$ cat config.mk
export PLATFORM = sky130hd
export DESIGN_NAME = shift_reg_seq
export DESIGN_NICKNAME = d
export VERILOG_FILES = /design/src/rtl/shift_reg_seq.sv
export SDC_FILE = /design/constraint.sdc
export NUM_CORES = 1
export LEC_CHECK = 0
export BUFFER_PORTS_ARGS = -buffer_cell sky130_fd_sc_hd__buf_4
export CAP_MARGIN = 40
export CELL_PAD_IN_SITES_DETAIL_PLACEMENT = 0
export CELL_PAD_IN_SITES_GLOBAL_PLACEMENT = 1
export CORE_MARGIN = 2
export CORE_UTILIZATION = 35
export CTS_CLUSTER_DIAMETER = 100
export CTS_CLUSTER_SIZE = 14
export DETAILED_ROUTE_END_ITERATION = 8
export PLACE_DENSITY = 0.68
export SLEW_MARGIN = 20
export SYNTH_ARGS = -nofsm -noshare
export SYNTH_HDL_FRONTEND = slang
export SYNTH_SLANG_ARGS = --single-unit
$ cat constraint.sdc
create_clock -name clk -period 4.25 [get_ports clk]
set_input_delay 0.425 -clock clk [delete_from_list [all_inputs] [get_ports clk]]
set_output_delay 0.425 -clock clk [all_outputs]
set_load 0.005 [all_outputs]
$ cat src/rtl/shift_reg_seq.sv
// rtl/shift_reg_seq.sv - sequential multi-cycle shift/rotate register, one bit per clock
// Optional feature macro: SHIFT_REG_SEQ_SOUT_EN adds the s_out port (last bit shifted/rotated out).
module shift_reg_seq #(
  parameter int WIDTH = 8,
  parameter int AMT_W = 3
) (
  input  logic             clk,
  input  logic             reset,
  input  logic             start,
  input  logic [2:0]       control,
  input  logic [AMT_W-1:0] amount,
  input  logic             s_in,
  input  logic [WIDTH-1:0] d_in,
  output logic [WIDTH-1:0] reg_out,
  output logic             busy,
  output logic             done
`ifdef SHIFT_REG_SEQ_SOUT_EN
  ,
  output logic             s_out
`endif
);

  typedef enum logic {IDLE, SHIFT} state_t;

  localparam logic [2:0] OP_CLR  = 3'b000;
  localparam logic [2:0] OP_LOAD = 3'b001;
  localparam logic [2:0] OP_LSR  = 3'b010;
  localparam logic [2:0] OP_LSL  = 3'b011;
  localparam logic [2:0] OP_ASR  = 3'b100;
  localparam logic [2:0] OP_SIR  = 3'b101;
  localparam logic [2:0] OP_ROR  = 3'b110;
  localparam logic [2:0] OP_ROL  = 3'b111;

  state_t           r_state;
  logic [WIDTH-1:0] r_reg;
  logic [AMT_W-1:0] r_cnt;
  logic [2:0]       r_op;
  logic             r_busy;
  logic             r_done;

  logic [2:0]       w_op;
  logic [WIDTH-1:0] w_next;

  // One-bit step of the register for a given shift opcode
  function automatic logic [WIDTH-1:0] step_val(input logic [2:0] op,
                                                input logic [WIDTH-1:0] v,
                                                input logic sin);
    case (op)
      OP_LSR:  step_val = {1'b0, v[WIDTH-1:1]};
      OP_LSL:  step_val = {v[WIDTH-2:0], 1'b0};
      OP_ASR:  step_val = {v[WIDTH-1], v[WIDTH-1:1]};
      OP_SIR:  step_val = {sin, v[WIDTH-1:1]};
      OP_ROR:  step_val = {v[0], v[WIDTH-1:1]};
      OP_ROL:  step_val = {v[WIDTH-2:0], v[WIDTH-1]};
      default: step_val = v;
    endcase
  endfunction

  // In IDLE the step uses the incoming opcode (first step happens on the start edge);
  // in SHIFT it uses the opcode latched at start
  assign w_op   = (r_state == IDLE) ? control : r_op;
  assign w_next = step_val(w_op, r_reg, s_in);

  // Main FSM: IDLE accepts requests, SHIFT performs the remaining steps
  always_ff @(posedge clk) begin
    if (reset) begin
      r_state <= IDLE;
      r_reg   <= '0;
      r_cnt   <= '0;
      r_op    <= OP_CLR;
      r_busy  <= 1'b0;
      r_done  <= 1'b0;
    end else begin
      r_done <= 1'b0;
      case (r_state)
        IDLE: begin
          if (start) begin
            case (control)
              OP_CLR: begin
                r_reg  <= '0;
                r_done <= 1'b1;
              end
              OP_LOAD: begin
                r_reg  <= d_in;
                r_done <= 1'b1;
              end
              default: begin
                if (amount == '0) begin
                  r_done <= 1'b1;
                end else begin
                  r_reg <= w_next;
                  r_op  <= control;
                  r_cnt <= amount - AMT_W'(1);
                  if (amount == AMT_W'(1)) begin
                    r_done <= 1'b1;
                  end else begin
                    r_state <= SHIFT;
                    r_busy  <= 1'b1;
                  end
                end
              end
            endcase
          end
        end
        SHIFT: begin
          r_reg <= w_next;
          r_cnt <= r_cnt - AMT_W'(1);
          if (r_cnt == AMT_W'(1)) begin
            r_done  <= 1'b1;
            r_busy  <= 1'b0;
            r_state <= IDLE;
          end
        end
        default: begin
          r_state <= IDLE;
          r_busy  <= 1'b0;
        end
      endcase
    end
  end

  assign reg_out = r_reg;
  assign busy    = r_busy;
  assign done    = r_done;

`ifdef SHIFT_REG_SEQ_SOUT_EN
  logic r_sout;
  logic w_step_en;
  logic w_out_bit;

  // A step happens on every SHIFT edge and on a start edge of a nonzero shift
  assign w_step_en = (r_state == SHIFT) ||
                     (start && (control[2:1] != 2'b00) && (amount != '0));
  // Left ops lose the MSB, right ops lose the LSB
  assign w_out_bit = ((w_op == OP_LSL) || (w_op == OP_ROL)) ? r_reg[WIDTH-1] : r_reg[0];

  // Capture the bit leaving the register on each step; clear/load/zero-amount leave it alone
  always_ff @(posedge clk) begin
    if (reset) begin
      r_sout <= 1'b0;
    end else if (w_step_en) begin
      r_sout <= w_out_bit;
    end
  end

  assign s_out = r_sout;
`endif

endmodule
# Word level (Yosys, flattened, before mapping)
# Index checks and enable logic that the tools add are counted.
[totals]
register_bits = 17
out_inout_bits = 10
wordCells = 61
[op_classes]
n_addsub = 2
n_eq_ne = 15
n_mux = 28
bitwise = 3
reduce_logical = 7
[op_table]
columns = ["operator", "n"]
rows = [
  ["$pmux W8 S6", 1],
  ["$pmux W8 S2", 2],
  ["$mux W8", 2],
  ["$mux W1", 15],
  ["$eq A3 B3 Y1 const B", 4],
  ["$mux W3", 4],
  ["$eq A3 B1 Y1 const B", 3],
  ["$ne A2 B2 Y1 const B", 4],
  ["$eq A3 B2 Y1 const B", 2],
  ["$logic_not A3 Y1", 2],
  ["$pmux W1 S2", 3],
  ["$pmux W3 S2", 1],
  ["$sub A3 B1 Y3 const B", 2],
  ["$reduce_and A5 Y1", 1],
  ["$ne A4 B2 Y1 const B", 1],
  ["$reduce_and A4 Y1", 1],
  ["$not A1 Y1", 3],
  ["$reduce_and A3 Y1", 1],
  ["$ne A2 B1 Y1 const B", 1],
  ["$reduce_and A2 Y1", 1],
  ["$reduce_or A2 Y1", 1],
]

# Logic depth before layout (Yosys ltp)
# Gate-level depths: netlist of the first run.
[depth]
word_depth = 7
depth_mapped = 7
depth_no_buf = 6

# Worst setup path after synthesis of the first run
# OpenSTA, ideal clock, no wires.
[synth_timing]
kind = "in2reg"
from = "input port amount[1]"
to = "register r_reg[0] (netlist: reg_out[0])"
t_arrival_ns = 1.521
path_slack_ns = 2.643
cell_stages = 7
path_cell_list = "inv_1 > ha_1 > nand2b_1 > o21a_1 > buf_2 > o2111a_1 > a211oi_1"
[synth_between]
elab_chain_len = 3
[synth_lines]
columns = ["item", "line_no", "source"]
rows = [
  ["start, declared", "11", "input logic [AMT_W-1:0] amount,"],
  ["$logic_not A3 Y1", "88", "if (amount == '0) begin"],
  ["$ne A4 B2 Y1 (no source line)", "--", ""],
  ["$reduce_and A2 Y1 (no source line)", "--", ""],
  ["end signal, assigned", "84", "r_reg <= d_in;"],
  ["end signal, assigned", "91", "r_reg <= w_next;"],
  ["end signal, assigned", "106", "r_reg <= w_next;"],
  ["end, declared", "35", "logic [WIDTH-1:0] r_reg;"],
]
# No other way between the ends.
# A chain may end at the register's enable or synchronous reset.

# Worst setup path in the final report of the first run
[layout_timing]
from = "register r_state"
to = "register r_reg[4] (netlist: reg_out[4])"
[layout_between]
elab_chain_len = 7
elab_cells_between_ends = 16
[layout_lines]
columns = ["item", "line_no", "source"]
rows = [
  ["start, declared", "34", "state_t r_state;"],
  ["start signal, assigned", "67", "r_state <= IDLE;"],
  ["start signal, assigned", "97", "r_state <= SHIFT;"],
  ["start signal, assigned", "111", "r_state <= IDLE;"],
  ["$mux W3", "61", "assign w_op = (r_state == IDLE) ? control : r_op;"],
  ["$eq A3 B3 Y1 / $eq A3 B2 Y1 (equally long branches)", "48", "case (op)"],
  ["$pmux W8 S6", "48", ""],
  ["$mux W8", "88", ""],
  ["$pmux W8 S2", "78", "case (control)"],
  ["$mux W8", "77", "if (start) begin"],
  ["$pmux W8 S2", "75", "case (r_state)"],
]
# Parallel ways exist; a longest one is shown, timed or not. The select of a mux whose other input is x is not followed.

==> impl_metrics.json, run 1 <==
{
  "status": "completed",
  "port_buffers": 27,
  "power.total_uw": 436.4,
  "clkSlewWorstSetupHoldPaths_ps": 110,
  "worstSetupPathType": "flip-flop to flip-flop",
  "drc": 0,
  "synth_compound_area_share_pct": 29.75,
  "start_kind": "flip-flop",
  "synth_simple_gate_area_share_pct": 28.57,
  "period_needed_ps": 1866,
  "vias": 1266,
  "finalWeightedCongestion": 0.7761,
  "routed_via_density": 5.888,
  "hold_depth": 3,
  "syn_nets": 171,
  "slowest_delay_ps": 470,
  "required_ps": 4450,
  "grtUsageTotal_pct": 17.19,
  "dp.final_hpwl_um": 2463,
  "slowest_stage": "or3b_1",
  "synth_top_family_by_area": "compound AO/OA/AOI/OAI gates",
  "synth_ff_type": "dfxtp_1",
  "grt_pass1_wl_um": 5637,
  "hold_path_class": "primary input to flip-flop",
  "dieWidth_um": 64.45,
  "slew_headroom_pct": 63.47,
  "final_common_cell": "buf_4",
  "ys_warn_count": 0,
  "grt_antenna_before_repair": 0,
  "seq_area_frac_synth_pct": 26.61,
  "wl_per_cell_um": 15.95,
  "synth_edf_count": 0,
  "cts_hold_buf": 0,
  "first_global_vias": 1140,
  "ir_worst_vdd_mv": 0.1343,
  "final_hold_viol_count": 0,
  "multi_input_area_um2": 837.1,
  "postCtsSetupBuffers": 0,
  "syn_to_final_growth_pct": 16.83,
  "crit_family": "simple AND/OR/NAND/NOR gates",
  "synthCells": 148,
  "yosysTopAreaCell": "dfxtp_1",
  "dieArea_um2": 4153,
  "pin_count": 28,
  "ys_types": 53,
  "core.rowCount": 21,
  "ys_async_sr_fraction_pct": 0,
  "grt_use_met1_pct": 22.37,
  "use_met3_pct": 2.778,
  "r2r_cells": 5,
  "cp.depth": 5,
  "crit_arrival_ps": 2060,
  "cts-htree-levels": 1,
  "cts_tree": "built",
  "finalSetupViolCount": 0,
  "core_area_um2": 3416,
  "initial_core_util_pct": 37.44,
  "clock_path_buffers": 2,
  "use_met2_pct": 29.69,
  "slew_viol_final": 0,
  "numCtsBuffers": 3,
  "cts_sinks": 17,
  "regArea_um2": 340.3,
  "grt.overflow.total": 0,
  "drive_gt1_share_pct": 26.63,
  "dr.pass1.iters": 4,
  "synth_area_leaders": "dfxtp_1 (27%), ha_1 (4.9%), nand2_1 (4.7%), a311oi_1 (4.1%), buf_6 (3.5%)",
  "die_h_um": 64.45,
  "clock.fmax_mhz": 536.0,
  "cp_cell_sequence": "buf_4 -> or3b_1 -> nand4_2 -> o221ai_1 -> a311oi_1",
  "path_buf_inv": 1,
  "fillers": 356,
  "max_slew.worst_pin.slew_ps": 545.7,
  "ys_ff_latch": 17,
  "end_kind": "flip-flop",
  "clk_latency_ps": 290,
  "synth_area_um2": 1279,
  "ant_nets": 0,
  "top_usage_layer": "met2",
  "cts_root_buffer": "clkbuf_4",
  "synth-xor-area-share_pct": 0.6849,
  "fin_setup_tns_ps": 0,
  "wl_um": 3430,
  "p_per_area_nw_per_um2": 292.1,
  "p_leak_nw": 0.5724,
  "cts_resized": 0,
  "drt_iter0_markers": 58,
  "rsz0062_at_grt": "false",
  "crit_fanout": 39,
  "finalClockSkew_ps": 2.291,
  "finalCritPeriodShare_pct": 43.90,
  "synth_top_area_share_pct": 26.61,
  "avgSynthCellArea_um2": 8.640,
  "grt_max_degree": 40,
  "post_synth_fa_ha_maj_area_fraction_pct": 4.892,
  "synthMuxAreaShare_pct": 1.566,
  "num_antenna_cells": 0,
  "nets": 193,
  "mostFrequentLayoutCells": "buf_4 (28), dfxtp_1 (17), nand2_1 (16)",
  "maxCapViolCount": 0
}
==> through the flow <==
step | util, % | instances | setup WS (ps) | area (um2) | hold WS (ps)
after CTS | 43.74 | 215 | 2382 | 1494 | 400.0
after global placement | 42.97 | 211 | 2283 | 1468 | 447.3
after global routing | 43.74 | 215 | 2281 | 1494 | 400.3
final | 43.74 | 215 | 2384 | 1494 | 401.2
after floorplan | - | 148 | 2643 | 1279 | 452.7
after detailed placement | 42.97 | 211 | 2190 | 1468 | 458.6
==> worst register-to-register path: stages, from the launching register on <==
cell,delay [ps]
dfxtp_1,320
buf_4,360
or3b_1,480
nand4_2,180
o221ai_1,140
a311oi_1,290
==> cell usage after synthesis (2+ instances only) <==
master,instances
a31oi_1,2
o31a_2,2
inv_1,6
o221ai_1,5
mux2i_1,2
nand4b_1,3
nand3b_1,2
o31a_1,2
nand2_1,16
nor2_1,6
a311oi_1,6
a211o_1,2
o211ai_1,2
nor3_1,8
o21ai_0,3
a21oi_1,8
dfxtp_1,17
ha_1,5
clkbuf_1,2
buf_6,4
buf_2,3
nand2b_1,2
and3_1,2
a31o_2,4
or3_1,2
nand3_1,5
==> routing by layer <==
layer	part of all wire (%)	vias to the layer above
met1	45	610
met3	4.8	2
met4	0.73	0
li1	-	617
met5	0	-
met2	50	37
==> logic make-up (layout without fill, tap and decap cells) <==
family,count (synthesis),in the layout
buffers and inverters,17,38
XOR/XNOR,1,1
AO/OA/AOI/OAI,48,48
multiplexers,2,2
flip-flops,17,17
adder cells (fa/ha/maj),5,5
AND/OR/NAND/NOR,58,58
==> path summary, 6_finish.rpt <==
| kind | from | endpoint | slack (ps) |
|---|---|---|---|
| worst max register to register | r_state | reg_out[4] | 2380 |
| worst min-delay path | d_in[2] | reg_out[2] | 400 |
| worst min register to register | busy | busy | 470 |
| worst max-delay path | r_state | reg_out[4] | 2380 |
==> sequential cells by signal, indices dropped and copies added (netlist names) <==
register / flops
busy: 1
r_cnt: 3
r_state: 1
reg_out: 8
r_op: 3
done: 1
==> report_power, final <==
part	switching, mW	internal, mW	total (mW)
sequential	0.0196	0.177	0.196
combinational	0.0747	0.0752	0.150
clock	0.0539	0.0365	0.0904
total	0.148	0.288	0.436
==> area by class of cell <==
class                      instances  share of cell area [%]
inverter                           6                   1.508
multi-input combinational        114                   56.03
sequential                        17                   22.78
tap                               46                   3.853
timing repair buffer              28                   14.07
clock buffer                       4                   1.759
Note: power is estimated with default switching activity, not from simulation.
==> run 2: changes to the inputs <==
Settings changed: ABC_AREA set to 1, CORE_UTILIZATION 35 to 33, PLACE_DENSITY 0.68 to 0.71.
Clock period 4.25 ns to 1.7 ns, I/O delays scaled along.
==> run 2 against run 1 <==
Net effect: design area increased by 1.5%; combinational power increased to 2.6 times the previous value; cell count increased by 21%; global-route usage increased by 0.19 points; non-clock buffer count increased by 1; highest routed layer unchanged.
==> impl_metrics.json, run 2 <==
{
  "max_slew.worst_pin.slew_ps": 424.1,
  "syn_nets": 206,
  "p_switching_uw": 428.0,
  "yosysTopAreaCell": "dfxtp_1",
  "drive_gt1_share_pct": 27.23,
  "avgSynthCellArea_um2": 6.687,
  "grt_max_degree": 14,
  "cp_cell_sequence": "inv_4 -> nand2_1 -> nand2_2 -> nand3_2 -> clkinv_1 -> nand2_1 -> nand3_1 -> nand2_1 -> a21oi_2",
  "vias": 1266,
  "final_common_cell": "nand2_1",
  "dr.pass1.iters": 4,
  "nets": 237,
  "path_common_cell": "nand2_1",
  "dp.final_hpwl_um": 2402,
  "finalWeightedCongestion": 0.7919,
  "seq_area_frac_synth_pct": 27.81,
  "p_per_area_nw_per_um2": 792.6,
  "ys_warn_count": 0,
  "p_seq_share_pct": 40.6,
  "pin_count": 28,
  "crit_family": "simple AND/OR/NAND/NOR gates",
  "worstSetupPathType": "flip-flop to flip-flop",
  "num_antenna_cells": 0,
  "crit_fanout": 13,
  "synth_most_common_cell": "nand2_1",
  "routed_via_density": 4.851,
  "period_needed_ps": 1458,
  "ir_worst_vdd_mv": 0.3784,
  "post-route-util_pct": 42.05,
  "path_buf_inv": 2,
  "slowest_stage": "dfxtp_1",
  "numCtsBuffers": 3,
  "grt.overflow.total": 0,
  "required_ps": 1850,
  "slew_headroom_pct": 71.70,
  "synth_area_leaders": "dfxtp_1 (28%), nand2_1 (15%), a21oi_1 (6.5%), nand3_1 (5.3%), inv_1 (5.2%)",
  "status": "completed",
  "grtUsageTotal_pct": 17.38,
  "core.rowCount": 22,
  "synthTopCellsByCount": "nand2_1 (50), dfxtp_1 (17), inv_1 (17)",
  "p_leak_nw": 0.7071,
  "largest_register_ffs": 8,
  "power.total_mw": 1.202,
  "synth_edf_count": 0,
  "synth_area_um2": 1224,
  "drt_iter0_markers": 60,
  "first_global_vias": 1193,
  "core_area_um2": 3606,
  "internal-power_uw": 773.8,
  "regArea_um2": 340.3,
  "wl_per_cell_um": 12.53,
  "drc": 0,
  "port_buffers": 27,
  "dieArea_um2": 4211,
  "final_hold_viol_count": 0,
  "ys_types": 30,
  "crit_arrival_ps": 1610,
  "synth_ff_type": "dfxtp_1",
  "final_area_um2": 1516,
  "clock_path_buffers": 2,
  "clkSlewWorstSetupHoldPaths_ps": 70,
  "finalClockSkew_ps": 0.5021,
  "ys_ff_latch": 17,
  "finalSetupViolCount": 0,
  "cts_root_buffer": "clkbuf_8",
  "wl_um": 3270,
  "rsz0062_at_grt": "false",
  "fillers": 394,
  "start_kind": "flip-flop",
  "hold_path_class": "primary input to flip-flop",
  "pwr-share-comb_pct": 33.0,
  "slowest_delay_ps": 470,
  "syn_to_final_growth_pct": 23.93,
  "dieWidth_um": 64.90,
  "cts-htree-levels": 1,
  "cts_resized": 0,
  "ys_async_sr_fraction_pct": 0,
  "ant_nets": 0,
  "grt_pass1_wl_um": 5637,
  "end_kind": "flip-flop",
  "slew_viol_final": 0,
  "initial_core_util_pct": 33.93,
  "synth_top_area_share_pct": 27.81,
  "die_h_um": 64.90,
  "cts_sinks": 17,
  "power_frac_clock_pct": 26.4,
  "clk_latency_ps": 250,
  "mostFrequentLayoutCells": "nand2_1 (50), buf_4 (29), inv_1 (17), dfxtp_1 (17), a21oi_1 (16)",
  "clock.fmax_mhz": 685.9,
  "cts_tree": "built",
  "multi_input_area_um2": 767.0,
  "postCtsSetupBuffers": 0,
  "finalCritPeriodShare_pct": 85.76,
  "fin_setup_tns_ps": 0,
  "grt_antenna_before_repair": 0,
  "dpl_cell_area_um2": 1471,
  "cts_hold_buf": 0,
  "synthCells": 183,
  "switching_share_pct": 35.61,
  "maxCapViolCount": 0
}
==> run 2: cell count changes after synthesis, sizes merged, moves of 6 or more <==
cell	delta
a21oi	+14
a311oi	-7
buf	-7
inv	+14
nand2	+43
nand3	+9
nor2	+8
nor3	-6
o21ai	+13
==> run 2: layer usage <==
layer	routed length [um]	share of wire (%)	global-route usage (%)	vias to the layer above
li1	-	-	-	657
met1	1633	50	22.81	577
met2	1450	44	28.61	30
met3	164	5.0	3.819	2
met4	22	0.67	4.787	0
met5	0	0	0	-
==> run 2: kinds of logic (layout without fill, tap and decap cells) <==
kind of cell               count (synthesis)  in the layout  share of synthesized area (%)
and+or+nand+nor                           92             92                          35.28
buffers and inverters                     25             55                          9.508
xor gates and xnor gates                   2              2                          1.432
AOI/OAI and AO/OA                         42             42                          20.86
DFF                                       17             17                          27.81
adders and majority gates                  5              5                          5.112
==> run 2: worst paths after layout <==
kind            start         end  slack [ps]  cells past startpoint
max reg2reg   r_state  reg_out[1]         240                      9
max           r_state  reg_out[1]         240                      9
min reg2reg  r_cnt[1]    r_cnt[1]         470                      2
min             reset     r_op[2]         130                      2
==> run 2: layout make-up <==
cell class,instances,area share [%]
inverter,22,5.693
timing repair buffer,29,14.36
clock buffer,4,2.970
sequential,17,22.44
tap,48,3.960
multi-input combinational,141,50.58
==> run 2: through the flow <==
step | hold WS, ps | cells | setup slack [ps]
global placement | 398.0 | 257 | 285.1
CTS | 120.9 | 261 | 239.2
global route | 127.2 | 261 | 79.25
floorplan | 239.1 | 183 | 476.3
finish | 125.5 | 261 | 242.0
detailed placement | 395.0 | 257 | 250.5
==> run 2: power by group through the flow <==
stage	Clock [mW]	Combinational (mW)	Sequential, mW
after floorplan	0	0.273	0.485
after global placement	0	0.396	0.496
after detailed placement	0	0.398	0.497
after CTS	0.325	0.400	0.488
after global routing	0.343	0.449	0.495
final	0.317	0.397	0.488
